--- src/rtl/event_unit_mc_pkg.sv ---
// event_unit_mc_pkg: register map, address field bounds and sleep FSM states for the event unit
package event_unit_mc_pkg;
    localparam logic [3:0] REG_IRQ_MASK = 4'h0;
    localparam logic [3:0] REG_EVT_MASK = 4'h1;
    localparam logic [3:0] REG_IRQ_PEND = 4'h2;
    localparam logic [3:0] REG_EVT_PEND = 4'h3;
    localparam logic [3:0] REG_EVT_SET  = 4'h4;
    localparam logic [3:0] REG_SLEEP    = 4'h5;
    localparam logic [3:0] REG_STATUS   = 4'h6;
    localparam int CORE_IDX_MSB = 11;
    localparam int CORE_IDX_LSB = 6;
    localparam int REG_IDX_MSB  = 5;
    localparam int REG_IDX_LSB  = 2;
    typedef enum logic [1:0] {
        RUN       = 2'd0,
        WAIT_IDLE = 2'd1,
        SLEEP     = 2'd2,
        WAKE      = 2'd3
    } sleep_state_e;
endpackage

--- src/rtl/event_unit_core_ctrl.sv ---
// event_unit_core_ctrl: one core's masks, pending registers and sleep/wake FSM
module event_unit_core_ctrl
    import event_unit_mc_pkg::*;
#(
    parameter int NB_LINES = 32
) (
    input  logic                clk,
    input  logic                rst,
    input  logic [NB_LINES-1:0] irq_rise,
    input  logic [NB_LINES-1:0] evt_rise,
    input  logic                wr_en,
    input  logic [3:0]          wr_reg,
    input  logic [NB_LINES-1:0] wdata,
    input  logic                core_busy,
    output logic [NB_LINES-1:0] irq_mask,
    output logic [NB_LINES-1:0] evt_mask,
    output logic [NB_LINES-1:0] irq_pend,
    output logic [NB_LINES-1:0] evt_pend,
    output logic [NB_LINES-1:0] irq_out,
    output sleep_state_e        state,
    output logic                fetch_en,
    output logic                clk_en
);
    sleep_state_e        state_nxt;
    logic [NB_LINES-1:0] irq_clr, evt_clr, evt_set;
    logic                sleep_req, wake;

    assign irq_clr   = (wr_en && wr_reg == REG_IRQ_PEND) ? wdata : '0;
    assign evt_clr   = (wr_en && wr_reg == REG_EVT_PEND) ? wdata : '0;
    assign evt_set   = (wr_en && wr_reg == REG_EVT_SET) ? wdata : '0;
    assign sleep_req = wr_en && wr_reg == REG_SLEEP && wdata[0];
    assign irq_out   = irq_pend & irq_mask;
    assign wake      = |irq_out || |(evt_pend & evt_mask);

    // sets are OR-ed in after the clear so an edge wins over a same-cycle W1C
    always_ff @(posedge clk or posedge rst) begin
        if (rst) begin
            irq_mask <= '0;
            evt_mask <= '0;
            irq_pend <= '0;
            evt_pend <= '0;
        end else begin
            if (wr_en && wr_reg == REG_IRQ_MASK) irq_mask <= wdata;
            if (wr_en && wr_reg == REG_EVT_MASK) evt_mask <= wdata;
            irq_pend <= irq_rise | (irq_pend & ~irq_clr);
            evt_pend <= evt_rise | evt_set | (evt_pend & ~evt_clr);
        end
    end

    always_ff @(posedge clk or posedge rst) begin
        if (rst) state <= RUN;
        else     state <= state_nxt;
    end

    always_comb begin
        state_nxt = state;
        case (state)
            RUN:       state_nxt = sleep_req ? WAIT_IDLE : RUN;
            WAIT_IDLE: state_nxt = wake ? RUN : (core_busy ? WAIT_IDLE : SLEEP);
            SLEEP:     state_nxt = wake ? WAKE : SLEEP;
            WAKE:      state_nxt = RUN;
            default:   state_nxt = RUN;
        endcase
        fetch_en = state == RUN;
        clk_en   = state != SLEEP;
    end
endmodule

--- src/rtl/apb_event_unit_mc.sv ---
// apb_event_unit_mc: APB decode, read mux and shared edge detectors for the per-core event units
module apb_event_unit_mc
    import event_unit_mc_pkg::*;
#(
    parameter int APB_ADDR_WIDTH = 12,
    parameter int NB_CORES       = 4,
    parameter int NB_LINES       = 32
) (
    input  logic                         HCLK,
    input  logic                         HRESET,
    input  logic [APB_ADDR_WIDTH-1:0]    PADDR,
    input  logic [31:0]                  PWDATA,
    input  logic                         PWRITE,
    input  logic                         PSEL,
    input  logic                         PENABLE,
    output logic [31:0]                  PRDATA,
    output logic                         PREADY,
    output logic                         PSLVERR,
    input  logic [NB_LINES-1:0]          irq_i,
    input  logic [NB_LINES-1:0]          event_i,
    output logic [NB_CORES*NB_LINES-1:0] irq_o,
    input  logic [NB_CORES-1:0]          core_busy_i,
    output logic [NB_CORES-1:0]          fetch_enable_o,
    output logic [NB_CORES-1:0]          clk_gate_core_o
);
    localparam int CW = NB_CORES > 1 ? $clog2(NB_CORES) : 1;
    localparam logic [5:0] NC = 6'(NB_CORES);

    logic [NB_LINES-1:0] irq_s, irq_d, evt_s, evt_d, irq_rise, evt_rise;
    logic [NB_LINES-1:0] irq_mask [NB_CORES];
    logic [NB_LINES-1:0] evt_mask [NB_CORES];
    logic [NB_LINES-1:0] irq_pend [NB_CORES];
    logic [NB_LINES-1:0] evt_pend [NB_CORES];
    sleep_state_e        state    [NB_CORES];
    logic [5:0]          core_idx;
    logic [3:0]          reg_idx;
    logic [CW-1:0]       ci;
    logic                core_ok, reg_ok, access, wr;
    logic [31:0]         rdata;
    logic                unused_apb;

    assign core_idx   = PADDR[CORE_IDX_MSB:CORE_IDX_LSB];
    assign reg_idx    = PADDR[REG_IDX_MSB:REG_IDX_LSB];
    assign ci         = core_idx[CW-1:0];
    assign core_ok    = core_idx < NC;
    assign reg_ok     = reg_idx <= REG_STATUS;
    assign access     = PSEL && PENABLE;
    assign wr         = access && PWRITE && core_ok && reg_ok;
    assign PREADY     = 1'b1;
    assign PSLVERR    = access && !(core_ok && reg_ok);
    assign PRDATA     = (PSEL && core_ok && reg_ok) ? rdata : '0;
    assign irq_rise   = irq_s & ~irq_d;
    assign evt_rise   = evt_s & ~evt_d;
    assign unused_apb = ^{PADDR, PWDATA};

    // inputs are sampled first, the rise is taken between the sample and its delayed copy
    always_ff @(posedge HCLK or posedge HRESET) begin
        if (HRESET) begin
            irq_s <= '0;
            irq_d <= '0;
            evt_s <= '0;
            evt_d <= '0;
        end else begin
            irq_s <= irq_i;
            irq_d <= irq_s;
            evt_s <= event_i;
            evt_d <= evt_s;
        end
    end

    always_comb begin
        rdata = '0;
        case (reg_idx)
            REG_IRQ_MASK: rdata = 32'(irq_mask[ci]);
            REG_EVT_MASK: rdata = 32'(evt_mask[ci]);
            REG_IRQ_PEND: rdata = 32'(irq_pend[ci]);
            REG_EVT_PEND: rdata = 32'(evt_pend[ci]);
            REG_STATUS:   rdata = {29'b0, core_busy_i[ci], state[ci]};
            default:      rdata = '0;
        endcase
    end

    for (genvar c = 0; c < NB_CORES; c++) begin : g_core
        event_unit_core_ctrl #(.NB_LINES(NB_LINES)) u_ctrl (
            .clk       (HCLK),
            .rst       (HRESET),
            .irq_rise  (irq_rise),
            .evt_rise  (evt_rise),
            .wr_en     (wr && core_idx == 6'(c)),
            .wr_reg    (reg_idx),
            .wdata     (PWDATA[NB_LINES-1:0]),
            .core_busy (core_busy_i[c]),
            .irq_mask  (irq_mask[c]),
            .evt_mask  (evt_mask[c]),
            .irq_pend  (irq_pend[c]),
            .evt_pend  (evt_pend[c]),
            .irq_out   (irq_o[c*NB_LINES +: NB_LINES]),
            .state     (state[c]),
            .fetch_en  (fetch_enable_o[c]),
            .clk_en    (clk_gate_core_o[c])
        );
    end
endmodule

--- config.mk ---
export PLATFORM = sky130hd
export DESIGN_NAME = apb_event_unit_mc
export DESIGN_NICKNAME = d
export VERILOG_FILES = /design/src/rtl/event_unit_mc_pkg.sv /design/src/rtl/event_unit_core_ctrl.sv /design/src/rtl/apb_event_unit_mc.sv
export SDC_FILE = /design/constraint.sdc
export NUM_CORES = 1
export LEC_CHECK = 0
export CAP_MARGIN = 25
export CORE_MARGIN = 2
export CORE_UTILIZATION = 50
export CTS_CLUSTER_SIZE = 20
export DETAILED_ROUTE_END_ITERATION = 16
export DONT_BUFFER_PORTS = 1
export HOLD_SLACK_MARGIN = 0.03
export MAX_ROUTING_LAYER = met4
export PLACE_DENSITY = 0.62
export SYNTH_ARGS = -nofsm -noshare
export SYNTH_HDL_FRONTEND = slang
export SYNTH_SLANG_ARGS = --single-unit
--- constraint.sdc ---
create_clock -name HCLK -period 27.1 [get_ports HCLK]
set_clock_uncertainty 0.05 [all_clocks]
set_input_delay 4.065 -clock HCLK [delete_from_list [all_inputs] [get_ports HCLK]]
set_output_delay 4.065 -clock HCLK [all_outputs]
set_load 0.1 [all_outputs]
## After elaboration in Yosys (flattened, before gate mapping)

Index checks and enable logic that the tools add are counted.

- Word-level logic and storage cells: 204
- Register bits: 648
- Input port bits: 117
- Output and inout bits: 170

- Bitwise logic cells: 41
- Equality and inequality tests: 25
- Multiplexer cells: 51
- $lt $le $gt $ge: 4
- Reduce and logical (&&, ||, !) cells: 59

Operators by type and width:

| operator | number |
|---|---|
| $mux 32 | 21 |
| $and 32x32->32 | 18 |
| $or 32x32->32 | 12 |
| $not 32->32 | 10 |
| $bmux 32 s2 | 4 |
| $reduce_or 32->1 | 8 |
| $pmux 32 s5 | 1 |
| $logic_and 1x1->1 | 40 |
| $pmux 2 s4 | 4 |
| $mux 2 | 10 |
| $eq 2x2->1 const B | 8 |
| $eq 4x3->1 const B | 3 |
| $eq 6x2->1 const B | 2 |
| $mux 1 | 9 |
| $eq 2x1->1 const B | 4 |
| $eq 4x2->1 const B | 2 |
| $logic_not 2->1 | 4 |
| $ne 2x2->1 const B | 4 |
| $eq 6x1->1 const B | 1 |
| $logic_not 6->1 | 1 |
| $lt 6x3->1 const B | 1 |
| $bmux 2 s2 | 1 |
| $eq 4x1->1 const B | 1 |
| $le 4x3->1 const B | 1 |
| 7 further kinds | 10 |

## Depth between registers and ports, before layout

Gate-level depths: netlist of the first run.

- Word-level depth: 10
- Mapped depth: 9
- Mapped depth without buffers: 6

## Hierarchy

Synthesis of the first run repeated with hierarchy kept, for this count alone.

- Cells, all modules: 2196
- Area, all modules: 29328.1 µm²

Modules (own cells, without submodules):

| module | area an instance (µm²) | times used | seq. area each (µm²) | cells each |
|---|---|---|---|---|
| event_unit_core_ctrl | 5426.5 | 4 | 3253.1 | 426 |
| apb_event_unit_mc | 7622.3 | 1 | 3203.1 | 492 |

## Least setup slack after synthesis of the first run

No wires, ideal clock.

- Path type: input to output
- Start point: input port PADDR[7]
- End point: output port PRDATA[0]
- Arrival: 7.218 ns
- Path slack: 15.767 ns
- Stages: 7
- Data required time: 22.985 ns
- Buffers on the path: 4
- Cells stage by stage: clkbuf_1 > buf_2 > buf_2 > buf_2 > mux4_2 > nand2_1 > a31oi_1

- Cells in the longest elaborated chain, start to end: 6
- Elaborated cells between the ends (all ways): 21
- Those cells by class: order compare (1); mux (17); bitwise (1); reduce/logical (2)

Ends and longest elaborated chain:

| element | line | text |
|---|---|---|
| start, declared | apb_event_unit_mc.sv:11 | `input logic [APB_ADDR_WIDTH-1:0] PADDR,` |
| $not 2->3 (implied by the code) | -- |  |
| $bmux 2 s2, or another cell as far along | apb_event_unit_mc.sv:78 | `REG_STATUS: rdata = {29'b0, core_busy_i[ci], state[ci]};` |
| $mux 2 (implied by the code), or another cell as far along (2 in series) | apb_event_unit_mc.sv:78 |  |
| $pmux 32 s5 | apb_event_unit_mc.sv:73 | `case (reg_idx)` |
| $mux 32 * | apb_event_unit_mc.sv:51 | `assign PRDATA = (PSEL && core_ok && reg_ok) ? rdata : '0;` |
| end, declared | apb_event_unit_mc.sv:16 | `output logic [31:0] PRDATA,` |

Mark *: on every way between the ends. The rest lies on a longest branch, timed or not. The select of a mux whose other input is x is not followed.

## Worst setup path after layout of the first run

- Start point: input port PADDR[5]
- End point: output port PRDATA[17]

- Cells in the longest elaborated chain, start to end: 3
- Elaborated cells between the ends (all ways): 9
- Those cells by class: order compare (1); eq/ne (4); mux (2); reduce/logical (2)

Ends and longest elaborated chain:

| element | line | text |
|---|---|---|
| $le 4x3->1, or another cell as far along | apb_event_unit_mc.sv:46 | `assign reg_ok = reg_idx <= REG_STATUS;` |
| $logic_and 1x1->1 or $pmux 32 s5 (tied branches) | apb_event_unit_mc.sv:51, apb_event_unit_mc.sv:73 |  |
| $mux 32 * | apb_event_unit_mc.sv:51 |  |

Mark *: on every way between the ends. The rest lies on a longest branch, timed or not.

==> flow_summary.toml, run 1 <==
[cells_and_area]
layout.nets = 2532
regArea_sq_um = 16200
multi_input_area_sq_um = 12500
fillCellCount = 4693
instances_no_fill = 3223
area_growth_pct = 12.1
utilization_pct = 56.7
drive_above_1_share_pct = 25.1
fin_area_sq_um = 32800

[logic_synthesis]
synth_cells = 2419
yosysTopAreaCell = "dfrtp_1"
synth_area_sq_um = 29300
synth_edf_count = 0
synth_cell_types = 38
synth_flop_cell = "dfrtp_1"
synth_area_leaders = "dfrtp_1, mux4_2, mux2_2"
synth-seq-cells = 648
syn_area_per_cell_sq_um = 12.1
synth_nets = 2536
yosysWarnings = 0
synth-seq-area-share_pct = 55.4
yosys.cell_count.top_type = "dfrtp_1"
synth_top_area_share_pct = 55.4
ys_async_sr_fraction_pct = 100
synth_common_cells = "dfrtp_1, nand2_1, o21ai_0"

[floorplanning]
initial_core_util_pct = 50.6
die_y_um = 246
io_pins = 287
die_w_um = 246
die_area_sq_um = 60500
num_rows = 88
core-area_sq_um = 57800

[clocking]
clkSlewWorstSetupHoldPaths_ps = 60
cts.path.max_buffers = 3
htree_levels = 3
cts_hold_buf = 0
cts_setup_buffers = 0
tritoncts = "done"
cts.sink_count = 648
cts_resized = 0
clk_latency_ps = 610
cts_root_buffer = "clkbuf_16"
numCtsBuffers = 72

[worst_setup_path]
critPathSlowestCell = "buf_4"
crit_arrival_ps = 6450
worstSetupEndpointType = "output pin"
slowest_delay_ps = 700
startpoint_type = "input port"
cp_cell_sequence = "nor2_1, and3_2, buf_4, a22oi_1, a21oi_2, buf_4"
path_common_cell = "buf_4"
crit_buf_inv = 2
critPathKind = "in2out"
reg2reg_slack_ps = 23230
crit_fanout = 61
worstPathRequired_ps = 22980
cp_top_family = "buffers and inverters"

[timing]
tns_ps = 0
fin_hold_ws_ps = 320
post-route-min-period_ps = 10570
worst_pin_slew_ps = 1170
rsz0062_at_grt = "false"
fin_ws_ps = 16530
fmax_ghz = 0.0946
timing.final.crit_share_pct = 39.0
hold_viol = 0
max_slew_margin_pct = 21.9
slew_violations = 0
final-setup-viol-count = 0

[pwr]
p_per_area_nw_per_um2 = 60.5
power_leakage_nw = 13.1
total_power_mw = 1.98
p_int_mw = 1.54
p_comb_share_pct = 3.4
clockPowerShare_pct = 47.0
switching_power_uw = 442
p_sw_share_pct = 22.3
seqPwrFrac_pct = 49.5
peakVddDrop_mv = 0.0472

[drt]
route.met3.wl_um = 9210
drt-met1-wl_um = 38300
wl_per_cell_um = 29.6
ant_nets = 0
drc_errors = 0
totalWireLength_um = 95400
num_vias = 21100
drt-initial-drc-count = 2124
dr.max_layer_used = "met4"
firstDrtPassIters = 7
wl_met2_um = 43700
vias_per_cell = 6.56

[placement]
placed_area_sq_um = 30500
gp_congestion = 0.912
dp_hpwl_um = 61800
preCtsSetupSlack_ps = 16560
port_buffers = 0
dp_cells = 3101

[flow_run]
timing.max_cap.violations = 0

[outcome]
status = "completed"

[grt]
antenna_found_initial = 1
grt_max_degree = 170
grt_pass1_vias = 21400
grt_pass1_wl_um = 142000
gr-total-overflow = 0
gr-usage-all-layers_pct = 32.9

[min_path]
hold_path_class = "reg2reg"
-- power groups by stage --
| stage | Clock, mW | Combinational, mW | Sequential (mW) |
|---|---|---|---|
| floorplan | 0 | 0.0626 | 1.00 |
| global placement | 0 | 0.0651 | 1.00 |
| detailed placement | 0 | 0.0667 | 1.00 |
| CTS | 0.946 | 0.0669 | 0.983 |
| global route | 0.988 | 0.0742 | 0.984 |
| finish | 0.934 | 0.0680 | 0.983 |
-- final timing paths --
| path | startpoint | endpoint | cells after the start |
|---|---|---|---|
| min in group asynchronous | HRESET | irq_s[29] | 1 |
| max in group asynchronous | HRESET | g_core[2].u_ctrl.irq_pend[7] | 5 |
| hold reg to reg | evt_s[5] | evt_d[5] | 0 |
| setup / recovery | PADDR[5] | PRDATA[17] | 6 |
| setup reg to reg | g_core[3].u_ctrl.irq_pend[15] | g_core[3].u_ctrl.state[0] | 6 |
| hold / removal | evt_s[5] | evt_d[5] | 0 |
-- placed cells by master, fill, tap and decap left out, types with 5 or more instances in the layout --
cell / instances
dfrtp_1: 648
and2_1: 129
nor2b_1: 38
nor4_1: 8
or4_1: 24
mux4_2: 131
inv_1: 9
o21ai_0: 256
a21oi_1: 128
clkinv_2: 12
nand3_1: 5
nand2b_1: 33
a22oi_1: 141
nor3_1: 8
buf_4: 60
clkbuf_16: 73
clkbuf_1: 17
nand4_1: 20
buf_1: 6
mux2_2: 255
nor2_1: 8
a21oi_2: 29
clkbuf_8: 9
nand2_1: 339
nor3b_1: 5
buf_16: 14
-- cell families (layout without fill, tap and decap cells) --
kind of cell / Yosys count / after routing / synth area share [%]
flip-flops: 648 / 648 / 55.4
AND/OR/NAND/NOR: 641 / 641 / 10.9
AO/OA/AOI/OAI: 566 / 566 / 11.0
multiplexers: 390 / 390 / 20.1
buffers and inverters: 173 / 211 / 2.62
other: 1 / 2 / 0.0128
-- final cells by class --
class                           count  share of cell area [%]
Inverter                           10                   0.137
Multi-Input combinational cell   1598                    38.0
Antenna cell                        1                 0.00763
Clock buffer                       99                    6.14
Tap cell                          765                    2.92
Clock inverter                     17                   0.504
Sequential cell                   648                    49.4
Timing Repair Buffer               85                    2.82
-- worst register-to-register path: stages, from the launching register on --
cell and delay, ps:
dfrtp_1 400, and2_1 560, or4_1 760, nor4_1 890, nand4_1 500, nor3b_1 420
a221o_1 220
-- sequential cells by signal (all words and copies together) (netlist names), named ones only --
signal	flops
g_core.u_ctrl.irq_mask	128
evt_d	32
g_core.u_ctrl.evt_pend	128
g_core.u_ctrl.evt_mask	128
g_core.u_ctrl.state	4
g_core.u_ctrl.irq_pend	128
irq_d	32
evt_s	32
irq_s	32
-- layer usage --
layer	up-vias	GRT usage, %
met3	246	7.77
met4	0	13.2
met5	-	-
met1	11000	43.8
li1	8755	-
met2	1130	48.9
Note: power is estimated with default switching activity, not from simulation.
==> inputs of run 2 (changes only) <==
Settings changed: ABC_AREA from default to 1.
Clock period 27.1 ns to 9.8 ns, I/O delays scaled along.
==> run 2 against run 1 <==
  * Sequential share of layout area decreased by 2.2 points
  * Clock-buffer cell count increased by 14
  * Non-clock buffer count decreased by 20
  * Global-route usage increased by 1.3 points
  * Critical path depth increased by 2
==> flow_summary.toml, run 2 <==
[cells_and_area]
layout.nets = 4222
mostFrequentLayoutCell = "nand2_1"
fillCellCount = 5980
drive_above_1_share_pct = 5.82
layout_common_cells = "nand2_1, dfrtp_1, nor2_1"
utilization_pct = 55.7
area_growth_pct = 10.6

[logic_synthesis]
synth_common_cells = "nand2_1, dfrtp_1, nor2_1"
synth_flop_cell = "dfrtp_1"
synth_cells = 4208
synth_area_sq_um = 31100
yosysTopAreaCell = "dfrtp_1"
synth_cell_types = 27
ys_async_sr_fraction_pct = 100
syn_area_per_cell_sq_um = 7.38
synth-seq-area-share_pct = 52.2
yosys.cell_count.top_type = "nand2_1"
synth_edf_count = 0
synth-seq-cells = 648
yosysWarnings = 0
synth_nets = 4325
synth_top_area_share_pct = 52.2
synth_area_leaders = "dfrtp_1, nand2_1, nor2_1"

[drt]
drt-initial-drc-count = 2904
wl_per_cell_um = 21.3
drc_errors = 0
num_vias = 27900
firstDrtPassIters = 6
totalWireLength_um = 106000
ant_nets = 0
vias_per_cell = 5.57

[pwr]
peakVddDrop_mv = 0.134
total_power_mw = 5.69
power_leakage_nw = 16.8
p_per_area_nw_per_um2 = 166

[timing]
hold_viol = 0
max_slew_margin_pct = 26.7
timing.final.crit_share_pct = 63.5
fin_hold_ws_ps = 314
rsz0062_at_grt = "false"
fmax_ghz = 0.161
slew_violations = 0
post-route-min-period_ps = 6230
final-setup-viol-count = 0
worst_pin_slew_ps = 1100

[flow_run]
timing.max_cap.violations = 0

[grt]
grt_max_degree = 260
gr-usage-all-layers_pct = 34.2
grt_pass1_vias = 26000
antenna_found_initial = 3
gr-total-overflow = 0
grt_pass1_wl_um = 161000

[placement]
gp_congestion = 0.887
port_buffers = 0
dp_hpwl_um = 66100

[floorplanning]
num_rows = 91
initial_core_util_pct = 50.4
die_area_sq_um = 64100
die_w_um = 253
die_y_um = 253
core-area_sq_um = 61600
io_pins = 287

[clocking]
htree_levels = 3
cts_root_buffer = "clkbuf_16"
clkSlewWorstSetupHoldPaths_ps = 60
cts_resized = 0
cts.path.max_buffers = 3
numCtsBuffers = 72
cts_setup_buffers = 0
clk_latency_ps = 620
tritoncts = "done"
cts.sink_count = 648
cts_hold_buf = 0

[worst_setup_path]
worstPathRequired_ps = 8280
cp_cell_sequence = "inv_8, buf_12, nand2_1, a21oi_1, o21ai_0, nand3_1, nor2_1, nor2_2"
worstSetupEndpointType = "output pin"
critPathKind = "in2out"
startpoint_type = "input port"
slowest_delay_ps = 910
critPathSlowestCell = "inv_8"
cp_top_family = "buffers and inverters"
crit_buf_inv = 2
crit_fanout = 259
crit_arrival_ps = 4710

[outcome]
status = "completed"

[min_path]
hold_path_class = "reg2reg"
## run 2: final cells by class
cell class / count / area (sq um) / area share [%]
clock inverter: 15 / 178 / 0.517
inverter: 275 / 1050 / 3.05
sequential: 648 / 16200 / 47.2
multi-input combinational: 3043 / 13100 / 38.1
antenna: 1 / 2.50 / 0.00729
tap: 837 / 1050 / 3.05
clock buffer: 113 / 2200 / 6.40
timing repair buffer: 65 / 578 / 1.68
## run 2: where the power goes
group          internal, mW  switching [mW]  total [mW]
Sequential             2.70          0.0119        2.71
Clock                  1.60            1.14        2.73
Combinational        0.0472           0.198       0.245
Total                  4.35            1.35        5.69
## run 2: cells by family after synthesis
logic type | synth area share [%]
compound gates | 13.3
flops | 52.2
simple gates | 28.0
buf+inv | 6.46
other cells | 0.0121
## run 2: worst paths after layout
path	start	to	slack [ps]	cells past startpoint
max	PADDR[6]	PRDATA[2]	3570	8
min	irq_s[13]	irq_d[13]	310	0
max reg2reg	g_core[1].u_ctrl.irq_pend[31]	g_core[1].u_ctrl.state[0]	7540	8
min reg2reg	irq_s[13]	irq_d[13]	310	0
max in group asynchronous	HRESET	g_core[0].u_ctrl.irq_mask[1]	7140	3
min in group asynchronous	HRESET	g_core[2].u_ctrl.irq_mask[17]	700	1
## run 2: metrics by stage
step                cell area, sq um  worst slack, ps  setup TNS [ps]  std cells
floorplan                      31100             -575         -372360       4208
global placement               31900             4000               0       4866
detailed placement             31900             3970               0       4867
CTS                            34300             3960               0       4995
global route                   34300             3790               0       4997
finish                         34300             3570               0       4997
## run 2: per-layer routing
| metal | track usage (%) | share of wire (%) |
|---|---|---|
| met5 | - | 0 |
| met4 | 10.6 | 3.3 |
| met3 | 6.92 | 9.3 |
| met2 | 49.6 | 44 |
| met1 | 48.3 | 44 |
